--- src/rtl/ps2_kbd_rx_pkg.sv ---
// Shared definitions for the PS/2 keyboard receiver: FSM state encodings,
// frame shape constants and the parity helper.
package ps2_kbd_rx_pkg;

    // Receiver FSM states, 2-bit encoding
    typedef enum logic [1:0] {
        ST_IDLE   = 2'd0,
        ST_DATA   = 2'd1,
        ST_PARITY = 2'd2,
        ST_STOP   = 2'd3
    } state_t;

    // Frame shape: start, 8 data bits LSB first, odd parity, stop
    localparam int   DATA_BITS  = 8;
    localparam logic PARITY_ODD = 1'b1;

    // True when the data bits plus the parity bit satisfy odd parity
    function automatic logic parity_ok(input logic [DATA_BITS:0] bits);
        return (^bits) == PARITY_ODD;
    endfunction

endpackage

--- src/rtl/ps2_kbd_rx_fifo.sv ---
// Small first-word fall-through scancode FIFO. Register-array storage,
// pointers wrap modulo DEPTH (power of two), separate occupancy count.
module ps2_rx_fifo
    import ps2_kbd_rx_pkg::*;
#(
    parameter int DEPTH = 4
) (
    input  logic                 clk50,
    input  logic                 rst,
    input  logic                 push,
    input  logic [DATA_BITS-1:0] din,
    input  logic                 pop,
    output logic [DATA_BITS-1:0] dout,
    output logic                 valid,
    output logic                 full
);

    localparam int AW = (DEPTH > 1) ? $clog2(DEPTH) : 1;
    localparam int CW = $clog2(DEPTH + 1);

    logic [DATA_BITS-1:0] mem [DEPTH];
    logic [AW-1:0]        wr_ptr_reg;
    logic [AW-1:0]        rd_ptr_reg;
    logic [CW-1:0]        count_reg;
    logic                 pop_eff;
    logic                 push_eff;

    assign valid    = (count_reg != '0);
    assign full     = (count_reg == CW'(DEPTH));
    // Pop of an empty FIFO is ignored; a push into a full FIFO only lands
    // when a pop frees a slot in the same cycle.
    assign pop_eff  = pop & valid;
    assign push_eff = push & (~full | pop_eff);
    // Head entry is presented combinationally; forced to zero when empty so
    // the output is clean after reset.
    assign dout     = valid ? mem[rd_ptr_reg] : '0;

    // Storage array: cleared on reset, written at the write pointer
    always_ff @(posedge clk50 or posedge rst) begin
        if (rst) begin
            for (int i = 0; i < DEPTH; i++) begin
                mem[i] <= '0;
            end
        end else if (push_eff) begin
            mem[wr_ptr_reg] <= din;
        end
    end

    // Pointers and occupancy count
    always_ff @(posedge clk50 or posedge rst) begin
        if (rst) begin
            wr_ptr_reg <= '0;
            rd_ptr_reg <= '0;
            count_reg  <= '0;
        end else begin
            if (push_eff) begin
                wr_ptr_reg <= wr_ptr_reg + 1'b1;
            end
            if (pop_eff) begin
                rd_ptr_reg <= rd_ptr_reg + 1'b1;
            end
            if (push_eff && !pop_eff) begin
                count_reg <= count_reg + 1'b1;
            end else if (pop_eff && !push_eff) begin
                count_reg <= count_reg - 1'b1;
            end
        end
    end

endmodule

--- src/rtl/ps2_kbd_rx.sv ---
// PS/2 keyboard receiver: synchronises and deglitches the PS/2 lines,
// deframes 11-bit device-to-host frames, checks parity/framing and a frame
// timeout, and buffers good scancodes in a FWFT FIFO.
module ps2_kbd_rx
    import ps2_kbd_rx_pkg::*;
#(
    parameter int FILTER_LEN  = 8,
    parameter int TIMEOUT_CYC = 50000,
    parameter int FIFO_DEPTH  = 4
) (
    input  logic       clk50,
    input  logic       rst,
    input  logic       ps2_clk,
    input  logic       ps2_data,
    input  logic       rd,
    input  logic       ovf_clr,
    output logic [7:0] dout,
    output logic       valid,
    output logic       err_parity,
    output logic       err_frame,
    output logic       overflow
);

    localparam int FW = $clog2(FILTER_LEN + 1);
    localparam int TW = $clog2(TIMEOUT_CYC + 1);
    localparam logic [2:0] LAST_BIT = 3'(DATA_BITS - 1);

    logic [1:0]    clk_sync_reg;
    logic [1:0]    data_sync_reg;
    logic          clk_s;
    logic          data_s;
    logic [FW-1:0] filt_cnt_reg;
    logic          filt_reg;
    logic          fall_reg;

    state_t        state_reg,      state_next;
    logic [2:0]    bitcnt_reg,     bitcnt_next;
    logic [7:0]    shreg_reg,      shreg_next;
    logic          par_ok_reg,     par_ok_next;
    logic [TW-1:0] tcnt_reg,       tcnt_next;
    logic          push_reg,       push_next;
    logic          err_parity_reg, err_parity_next;
    logic          err_frame_reg,  err_frame_next;
    logic          overflow_reg;
    logic          fifo_full;

    assign clk_s  = clk_sync_reg[1];
    assign data_s = data_sync_reg[1];

    // Two-flop synchronisers for both PS/2 lines, preset to the idle level
    always_ff @(posedge clk50 or posedge rst) begin
        if (rst) begin
            clk_sync_reg  <= 2'b11;
            data_sync_reg <= 2'b11;
        end else begin
            clk_sync_reg  <= {clk_sync_reg[0], ps2_clk};
            data_sync_reg <= {data_sync_reg[0], ps2_data};
        end
    end

    // Glitch filter on the clock: flip only after FILTER_LEN consecutive
    // samples at the new level; fall_reg marks the 1->0 flip for one cycle.
    always_ff @(posedge clk50 or posedge rst) begin
        if (rst) begin
            filt_cnt_reg <= '0;
            filt_reg     <= 1'b1;
            fall_reg     <= 1'b0;
        end else begin
            fall_reg <= 1'b0;
            if (clk_s != filt_reg) begin
                if (filt_cnt_reg == FW'(FILTER_LEN - 1)) begin
                    filt_reg     <= clk_s;
                    filt_cnt_reg <= '0;
                    fall_reg     <= ~clk_s;
                end else begin
                    filt_cnt_reg <= filt_cnt_reg + 1'b1;
                end
            end else begin
                filt_cnt_reg <= '0;
            end
        end
    end

    // Frame FSM state, shift register, timeout counter and output pulses
    always_ff @(posedge clk50 or posedge rst) begin
        if (rst) begin
            state_reg      <= ST_IDLE;
            bitcnt_reg     <= '0;
            shreg_reg      <= '0;
            par_ok_reg     <= 1'b0;
            tcnt_reg       <= '0;
            push_reg       <= 1'b0;
            err_parity_reg <= 1'b0;
            err_frame_reg  <= 1'b0;
        end else begin
            state_reg      <= state_next;
            bitcnt_reg     <= bitcnt_next;
            shreg_reg      <= shreg_next;
            par_ok_reg     <= par_ok_next;
            tcnt_reg       <= tcnt_next;
            push_reg       <= push_next;
            err_parity_reg <= err_parity_next;
            err_frame_reg  <= err_frame_next;
        end
    end

    // Next-state logic: advance on each filtered falling edge; a stalled
    // frame is abandoned when the timeout counter runs out.
    always_comb begin
        state_next      = state_reg;
        bitcnt_next     = bitcnt_reg;
        shreg_next      = shreg_reg;
        par_ok_next     = par_ok_reg;
        push_next       = 1'b0;
        err_parity_next = 1'b0;
        err_frame_next  = 1'b0;

        if (state_reg == ST_IDLE || fall_reg) begin
            tcnt_next = '0;
        end else begin
            tcnt_next = tcnt_reg + 1'b1;
        end

        if (fall_reg) begin
            case (state_reg)
                ST_IDLE: begin
                    if (!data_s) begin
                        state_next  = ST_DATA;
                        bitcnt_next = '0;
                    end else begin
                        err_frame_next = 1'b1;
                    end
                end
                ST_DATA: begin
                    shreg_next  = {data_s, shreg_reg[7:1]};
                    bitcnt_next = bitcnt_reg + 3'd1;
                    if (bitcnt_reg == LAST_BIT) begin
                        state_next = ST_PARITY;
                    end
                end
                ST_PARITY: begin
                    par_ok_next = parity_ok({shreg_reg, data_s});
                    state_next  = ST_STOP;
                end
                ST_STOP: begin
                    state_next = ST_IDLE;
                    if (!data_s) begin
                        err_frame_next = 1'b1;
                    end else if (!par_ok_reg) begin
                        err_parity_next = 1'b1;
                    end else begin
                        push_next = 1'b1;
                    end
                end
                default: state_next = ST_IDLE;
            endcase
        end else if (state_reg != ST_IDLE && tcnt_reg == TW'(TIMEOUT_CYC - 1)) begin
            state_next     = ST_IDLE;
            err_frame_next = 1'b1;
            tcnt_next      = '0;
        end
    end

    // Sticky overflow: a push into a full FIFO with no simultaneous pop
    // drops the byte; a new overflow wins over a clear in the same cycle.
    always_ff @(posedge clk50 or posedge rst) begin
        if (rst) begin
            overflow_reg <= 1'b0;
        end else if (push_reg && fifo_full && !rd) begin
            overflow_reg <= 1'b1;
        end else if (ovf_clr) begin
            overflow_reg <= 1'b0;
        end
    end

    ps2_rx_fifo #(
        .DEPTH (FIFO_DEPTH)
    ) u_fifo (
        .clk50 (clk50),
        .rst   (rst),
        .push  (push_reg),
        .din   (shreg_reg),
        .pop   (rd),
        .dout  (dout),
        .valid (valid),
        .full  (fifo_full)
    );

    assign err_parity = err_parity_reg;
    assign err_frame  = err_frame_reg;
    assign overflow   = overflow_reg;

endmodule

--- config.mk ---
export PLATFORM = sky130hd
export DESIGN_NAME = ps2_kbd_rx
export DESIGN_NICKNAME = d
export VERILOG_FILES = /design/src/rtl/ps2_kbd_rx_pkg.sv /design/src/rtl/ps2_kbd_rx_fifo.sv /design/src/rtl/ps2_kbd_rx.sv
export SDC_FILE = /design/constraint.sdc
export NUM_CORES = 1
export LEC_CHECK = 0
export ABC_AREA = 1
export ABC_CLOCK_PERIOD_IN_PS = 3100
export CAP_MARGIN = 20
export CORE_MARGIN = 3
export CORE_UTILIZATION = 63
export CTS_BUF_LIST = sky130_fd_sc_hd__clkbuf_4 sky130_fd_sc_hd__clkbuf_8
export DETAILED_ROUTE_END_ITERATION = 8
export PLACE_DENSITY = 0.86
export SETUP_SLACK_MARGIN = 0.3
export SYNTH_ARGS = -nofsm -noshare
export SYNTH_HDL_FRONTEND = slang
export SYNTH_SLANG_ARGS = --single-unit
--- constraint.sdc ---
create_clock -name clk50 -period 3.1 [get_ports clk50]
set_input_delay 0.775 -clock clk50 [delete_from_list [all_inputs] [get_ports clk50]]
set_output_delay 0.775 -clock clk50 [all_outputs]
set_load 0.005 [all_outputs]
==> key figures, run 1 <==
Run status
  – Status: finished, final reports clean

Die
  – Starting density of the core: 0.672
  – DIE AREA: between 0.007 and 0.008 sq mm
  – Ports: 18
  – Die height: a little under 90 microns
  – CORE AREA: between 0.006 and 0.007 sq mm
  – Die width: a little under 90 microns
  – FP Rows: 28

Timing
  – Max-slew violations: 0
  – Relative slew slack: 0.600
  – Peak Freq: between 0.3 and 0.4 GHz
  – Setup TNS: 0 ns
  – Final hold viol count: 0
  – RSZ-0062 raised after global routing: false
  – Clk_skew: ~0.009 ns
  – WHS: ~0.36 ns
  – Final period util: 0.883
  – # setup viols final: 0
  – Minimum clock period: between 2 and 3 ns
  – Tightest Pin Transition: approximately 0.60 ns

Setup path
  – Worst r2r src: u_fifo.count_reg[0]
  – WS Path Type: flip-flop to output port
  – CP max stage delay: roughly 0.53 ns
  – Critical path, cell by cell: clkbuf_4, inv_6, o21ai_0, a21oi_1, clkdlybuf4s50_1
  – CP Launch Type: flip-flop
  – Crit. End Element: output port
  – CP startpoint: u_fifo.rd_ptr_reg[0]
  – Delay-heaviest family, CP: buffers and inverters
  – Required @ worst endpoint: 2.32 ns
  – Crit-path slowest cell: clkdlybuf4s50_1
  – CP arrival: roughly 2.0 ns
  – Crit path max fanout: 16
  – Buf+Inv Stages, Crit Path: 3

Global route
  – GRT met2 Usage: 0.409
  – Congestion Overflow GR: 0
  – Largest net degree at the start of global routing: 50
  – Global-route wire length before repair: between 10000 and 15000 microns
  – Initial antenna violation count: 0
  – GR peak layer: met2
  – Vias in the first global route: around 3200
  – GRT Util Overall: 0.243
  – GR Util met1: 0.309
  – Met3 GRT Util: 0.0380

Placement
  – Placed insts: about 580
  – HPWL after DPL: ~5500 microns
  – Area post-placement: between 0.004 and 0.005 sq mm
  – PortBufs: 17
  – Gp weighted congestion: around 0.84

Clock tree
  – CTS Root Cell: clkbuf_8
  – Hold_buf cts: 0
  – CTS tree: built
  – Clock Latency Late Sink: approximately 0.35 ns
  – Sink Count: 83
  – Max H-tree Level: 3
  – Clk buf depth: 2
  – Clk slew on worst S/H paths: about 0.08 ns
  – Total CTS buffers: 9

Job
  – Max cap viols: 0

Final layout
  – Area delta synth->final: 12.5%
  – Fraction of layout cells with a size suffix above 1: 0.105
  – # diodes: 0
  – Design area: 0.00461 sq mm
  – Max reg flops: 32
  – Post-Layout Cell Count: about 600
  – NumNets Final: roughly 540

Logic synthesis
  – Unique masters post-synth: 31
  – Post-synth top area cell: dfrtp_1
  – Post-synthesis register bit count: 83
  – Top-count cell post-synth: nand2_1
  – Commonest register cell after synthesis: dfrtp_1
  – Synth top area share: 0.477
  – Synthesized Nets: 511
  – Synth async-reset ratio: 1.00
  – Synth Instances: ~490
  – Post-Syn Area per Cell: 8.34 sq um
  – Top post-synthesis cells by area: dfrtp_1 48%, nand2_1 11%, nor2_1 7.2%
  – Number of flops mapped to enable cells by yosys: 0
  – Mapped Area: ~0.0041 sq mm
  – Post-synthesis sequential area ratio: 0.509
  – Post-synth top cells: 121 x nand2_1, 78 x dfrtp_1, 78 x nor2_1, 48 x inv_1, 35 x o21ai_0
  – Synth Warn #: 0

Power and ir drop
  – Total Power: ~0.0028 W
  – P per Cell Area: just over 600 mW/mm^2
  – P_leak: 2.22 nW
  – Worst VDD drop: 0.545 mV

Worst hold path
  – Worst hold path startpoint: clk_sync_reg[0]
  – Hold WC Path Type: flip-flop to flip-flop

Route
  – WL/cell: approximately 14 microns
  – # DRC: 0
  – First-pass DRT Iterations: 5
  – Via/cell ratio: 5.51
  – DRT Wirelength: ~8200 microns
  – Antenna viol nets, final: 0
  – Iteration-0 DRC Markers: 289
  – Vias: roughly 3300
-- power by group --
group	total, W	leakage, nW	internal [W]	switching, W
logic	0.000725	0.983	0.000334	0.000390
registers	0.00120	1.12	0.00115	0.0000506
clock network	0.000877	0.116	0.000505	0.000371
-- cell families (layout without fill, tap and decap cells) --
kind of cell,Yosys count,count (layout),share of synthesized area
AOI/OAI and AO/OA,85,85,0.115
adders and majority gates,14,14,0.0446
xor gates and xnor gates,11,11,0.0235
buffers and inverters,61,92,0.0642
DFF,83,83,0.509
muxes,1,1,0.00275
and+or+nand+nor,236,236,0.241
-- path summary, 6_finish.rpt --
| kind | cells after the start | slack, ns | to |
|---|---|---|---|
| min in group asynchronous | 3 | 0.89 | u_fifo.wr_ptr_reg[0] |
| max | 5 | 0.36 | dout[1] |
| min | 0 | 0.36 | clk_sync_reg[1] |
| min reg2reg | 0 | 0.36 | clk_sync_reg[1] |
| max in group asynchronous | 3 | 1.73 | shreg_reg[7] |
| max reg2reg | 11 | 0.93 | u_fifo.count_reg[2] |
-- cells in the final DEF, fill, tap and decap left out --
cell type | netlist | layout
fa_1 | 1 | 1
nor3_4 | 1 | 1
a21boi_4 | 1 | 1
a31oi_1 | 1 | 1
inv_1 | 48 | 47
dfrtp_2 | 0 | 1
o21ai_2 | 7 | 7
a211oi_1 | 1 | 1
xnor2_1 | 4 | 4
inv_2 | 2 | 1
or2_2 | 2 | 2
inv_6 | 0 | 1
dfstp_2 | 5 | 5
bufinv_16 | 0 | 2
nand2_1 | 121 | 121
mux2_2 | 1 | 1
nor2_2 | 4 | 3
xor2_1 | 7 | 7
and3_1 | 1 | 1
a21oi_1 | 15 | 15
clkbuf_4 | 0 | 2
o21ai_1 | 25 | 25
clkinv_2 | 0 | 2
clkinvlp_4 | 0 | 2
nand3_1 | 14 | 14
nor2_1 | 78 | 78
nor3_1 | 4 | 4
dfrtp_1 | 78 | 76
dfrtp_4 | 0 | 1
nor2_4 | 0 | 1
ha_1 | 13 | 13
buf_4 | 0 | 7
nand2_4 | 4 | 4
clkdlybuf4s50_1 | 0 | 14
dlymetal6s2s_1 | 0 | 3
nor3b_1 | 2 | 2
clkbuf_8 | 0 | 11
nand4_1 | 5 | 5
o21ai_0 | 35 | 35
-- cell type report --
type / count / area, sq um
Timing Repair Buffer: 25 / 238
Inverter: 51 / 201
Clock buffer: 12 / 159
Clock inverter: 4 / 72.6
Fill cell: 417 / 1490
Sequential cell: 83 / 2090
Multi-Input combinational cell: 347 / 1750
Tap cell: 75 / 93.8
-- worst reg2reg max path, cell delays in order (launching register included) --
cell	delay, ns
dfrtp_1	0.43
nor2_1	0.14
inv_2	0.07
nor2_4	0.24
nor2_1	0.14
inv_1	0.08
ha_1	0.13
inv_1	0.06
fa_1	0.37
a21oi_1	0.14
o21ai_0	0.11
xor2_1	0.15
-- routing by layer --
| metal | wire length (microns) | vias to the layer above |
|---|---|---|
| met5 | 0 | - |
| met4 | 143 | 0 |
| met3 | 408 | 15 |
| met2 | 4170 | 111 |
| met1 | 3430 | 1555 |
| li1 | - | 1611 |
-- what timing repair did --
item	4_1_cts	5_1_grt
setup buffers	1	4
gates resized for setup	5	5
pin swaps	0	3
setup endpoints to repair	8	9
-- per-stage QoR --
stage | setup WS, ns | utilization
after floorplan | 0.799 | -
after global placement | 0.497 | 0.708
after detailed placement | 0.387 | 0.708
after CTS | 0.312 | 0.748
after global routing | 0.292 | 0.756
final | 0.362 | 0.756
(Power assumes the default switching activity.)
==> run 2, diff against run 1 <==
Settings changed: ABC_AREA 1 to not set, CORE_UTILIZATION 63 to 51, PLACE_DENSITY 0.86 to 0.73, SLEW_MARGIN set to 15.
==> run 2 against run 1 <==
Sequential share of layout area grew 1.2 points. Die area increased by 16%. Largest cell class unchanged. Setup slack gained 0.057 ns. Critical path depth increased by 1. Clock power shrank 20%. Power down 32%. Largest power group unchanged. Register-to-register slack about the same. Highest routed layer unchanged.
==> key figures, run 2 <==
Logic synthesis
  – Synthesized Nets: between 300 and 400
  – Unique masters post-synth: 44
  – Post-Syn Area per Cell: between 10 and 15 sq um
  – Mapped Area: about 0.0039 sq mm
  – Commonest register cell after synthesis: dfrtp_1
  – Top-count cell post-synth: dfrtp_1
  – Synth Instances: ~300
  – Post-synthesis sequential area ratio: 0.534
  – Post-synth top cells: 78 x dfrtp_1, 39 x mux2_2, 23 x nor2_1, 23 x xnor2_1, 13 x ha_1
  – Top post-synthesis cells by area: dfrtp_1 50%, mux2_2 11%, xnor2_1 5.2%
  – Post-synth top area cell: dfrtp_1
  – Synth top area share: 0.500
  – Synth Warn #: 0
  – Number of flops mapped to enable cells by yosys: 0
  – Post-synthesis register bit count: between 80 and 90
  – Synth async-reset ratio: 1.00

Timing
  – Tightest Pin Transition: approximately 0.55 ns
  – Relative slew slack: 0.633
  – Peak Freq: between 0.3 and 0.4 GHz
  – RSZ-0062 raised after global routing: false
  – Clk_skew: around 0.010 ns
  – Setup TNS: 0 ns
  – Final hold viol count: 0
  – # setup viols final: 0
  – Max-slew violations: 0
  – Final period util: 0.865
  – Minimum clock period: roughly 2.7 ns

Route
  – WL/cell: approximately 14 microns
  – DRT Wirelength: around 6200 microns
  – Vias: about 2200
  – Iteration-0 DRC Markers: 33
  – Via/cell ratio: just over 5
  – Antenna viol nets, final: 0
  – # DRC: 0
  – First-pass DRT Iterations: 4

Die
  – Ports: 18
  – CORE AREA: 0.00733 sq mm
  – Die height: between 90 and 100 microns
  – Starting density of the core: 0.532
  – Die width: approximately 93 microns
  – FP Rows: 31
  – DIE AREA: a little under 0.009 sq mm

Global route
  – Congestion Overflow GR: 0
  – Initial antenna violation count: 0
  – GRT met2 Usage: 0.272
  – GR peak layer: met2
  – Global-route wire length before repair: 11100 microns
  – Met3 GRT Util: 0.0442
  – Vias in the first global route: between 2000 and 2500
  – GR Util met1: 0.200
  – Largest net degree at the start of global routing: 32
  – GRT Util Overall: 0.162

Placement
  – Area post-placement: 0.00421 sq mm
  – PortBufs: 17
  – HPWL after DPL: approximately 4300 microns
  – Gp weighted congestion: ~0.8

Power and ir drop
  – P_leak: ~2.2 nW
  – P per Cell Area: approximately 430 mW/mm^2
  – Worst VDD drop: ~0.27 mV

Final layout
  – Commonest non-fill, non-tap cells in the layout: 77 x dfrtp_1, 39 x mux2_2, 23 x xnor2_1, 23 x nor2_1, 13 x ha_1
  – Area delta synth->final: 14.9%
  – Filler cells: 550
  – Most common cell after layout, fill and taps aside: dfrtp_1
  – Fraction of layout cells with a size suffix above 1: 0.277
  – NumNets Final: approximately 350
  – # diodes: 0
  – Design area: 0.00448 sq mm
  – Max reg flops: 32

Clock tree
  – Sink Count: between 80 and 90
  – Total CTS buffers: 9
  – CTS tree: built
  – CTS Root Cell: clkbuf_8
  – Clk buf depth: 2
  – Hold_buf cts: 0
  – Clk slew on worst S/H paths: around 0.08 ns
  – Clock Latency Late Sink: roughly 0.34 ns
  – Max H-tree Level: 3

Setup path
  – Crit path max fanout: 5
  – Crit. End Element: output port
  – WS Path Type: flip-flop to output port
  – R2R Setup Slk: roughly 0.94 ns
  – CP arrival: 1.91 ns
  – Required @ worst endpoint: approximately 2.3 ns
  – CP Launch Type: flip-flop

Job
  – Max cap viols: 0

Run status
  – Status: finished, final reports clean

Worst hold path
  – Hold WC Path Type: flip-flop to flip-flop
## run 2: worst paths after layout
path	startpoint	endpoint	depth (start not counted)
worst min register to register	data_sync_reg[0]	data_sync_reg[1]	0
worst max register to register	u_fifo.count_reg[0]	u_fifo.count_reg[2]	8
worst min-delay path	data_sync_reg[0]	data_sync_reg[1]	0
min in group asynchronous	rst	overflow	2
worst max-delay path	u_fifo.rd_ptr_reg[0]	dout[7]	6
max in group asynchronous	rst	u_fifo.mem[31]	3
## run 2: stage by stage
step	hold slack (ns)	util	setup WS [ns]	power, W	std cells
after floorplan	0.345	-	0.763	0.00121	295
after global placement	0.346	0.574	0.432	0.00123	410
after detailed placement	0.349	0.574	0.353	0.00124	410
after CTS	0.361	0.601	0.290	0.00195	426
after global routing	0.366	0.611	0.349	0.00200	431
final	0.359	0.611	0.419	0.00191	431
## run 2: metal layers
layer | up-vias | routed length [microns]
met5 | - | 0
met4 | 0 | 70
met3 | 9 | 199
met2 | 26 | 3070
met1 | 1110 | 2910
li1 | 1094 | -
## run 2: final cells by class
class                      count  area (sq um)  area share
sequential                    83          2080       0.465
multi-input combinational    194          1740       0.388
timing repair buffer          27           303      0.0676
clock buffer                  12           159      0.0355
tap                           99           124      0.0276
inverter                      12          48.8      0.0109
clock inverter                 4          25.0     0.00558
## run 2: report_power, final
group | internal [W] | switching [W] | total (W)
Sequential | 0.00111 | 0.0000178 | 0.00113
Clock | 0.000341 | 0.000360 | 0.000701
Combinational | 0.0000386 | 0.0000452 | 0.0000839
Total | 0.00149 | 0.000423 | 0.00191
## run 2: timing repair
action                     CTS  global route
gates resized for setup      3             9
pin swaps                    0             0
gates cloned                 0             1
buffers inserted             0             4
setup endpoints to repair    8             8
## run 2: kinds of logic (layout without fill, tap and decap cells)
group,count (synthesis),in the layout,share of synthesized area
AND/OR/NAND/NOR,86,86,0.135
adder cells (fa/ha/maj),14,14,0.0468
XOR/XNOR,29,29,0.0686
multiplexers,52,52,0.173
AO/OA/AOI/OAI,13,13,0.0205
buffers and inverters,18,55,0.0218
flip-flops,83,83,0.534
## run 2: worst max-delay path, stage by stage (launching register included)
cell	delay [ns]
dfrtp_2	0.44
buf_4	0.15
buf_8	0.12
buf_4	0.13
mux4_2	0.40
and2_1	0.18
dlymetal6s2s_1	0.15
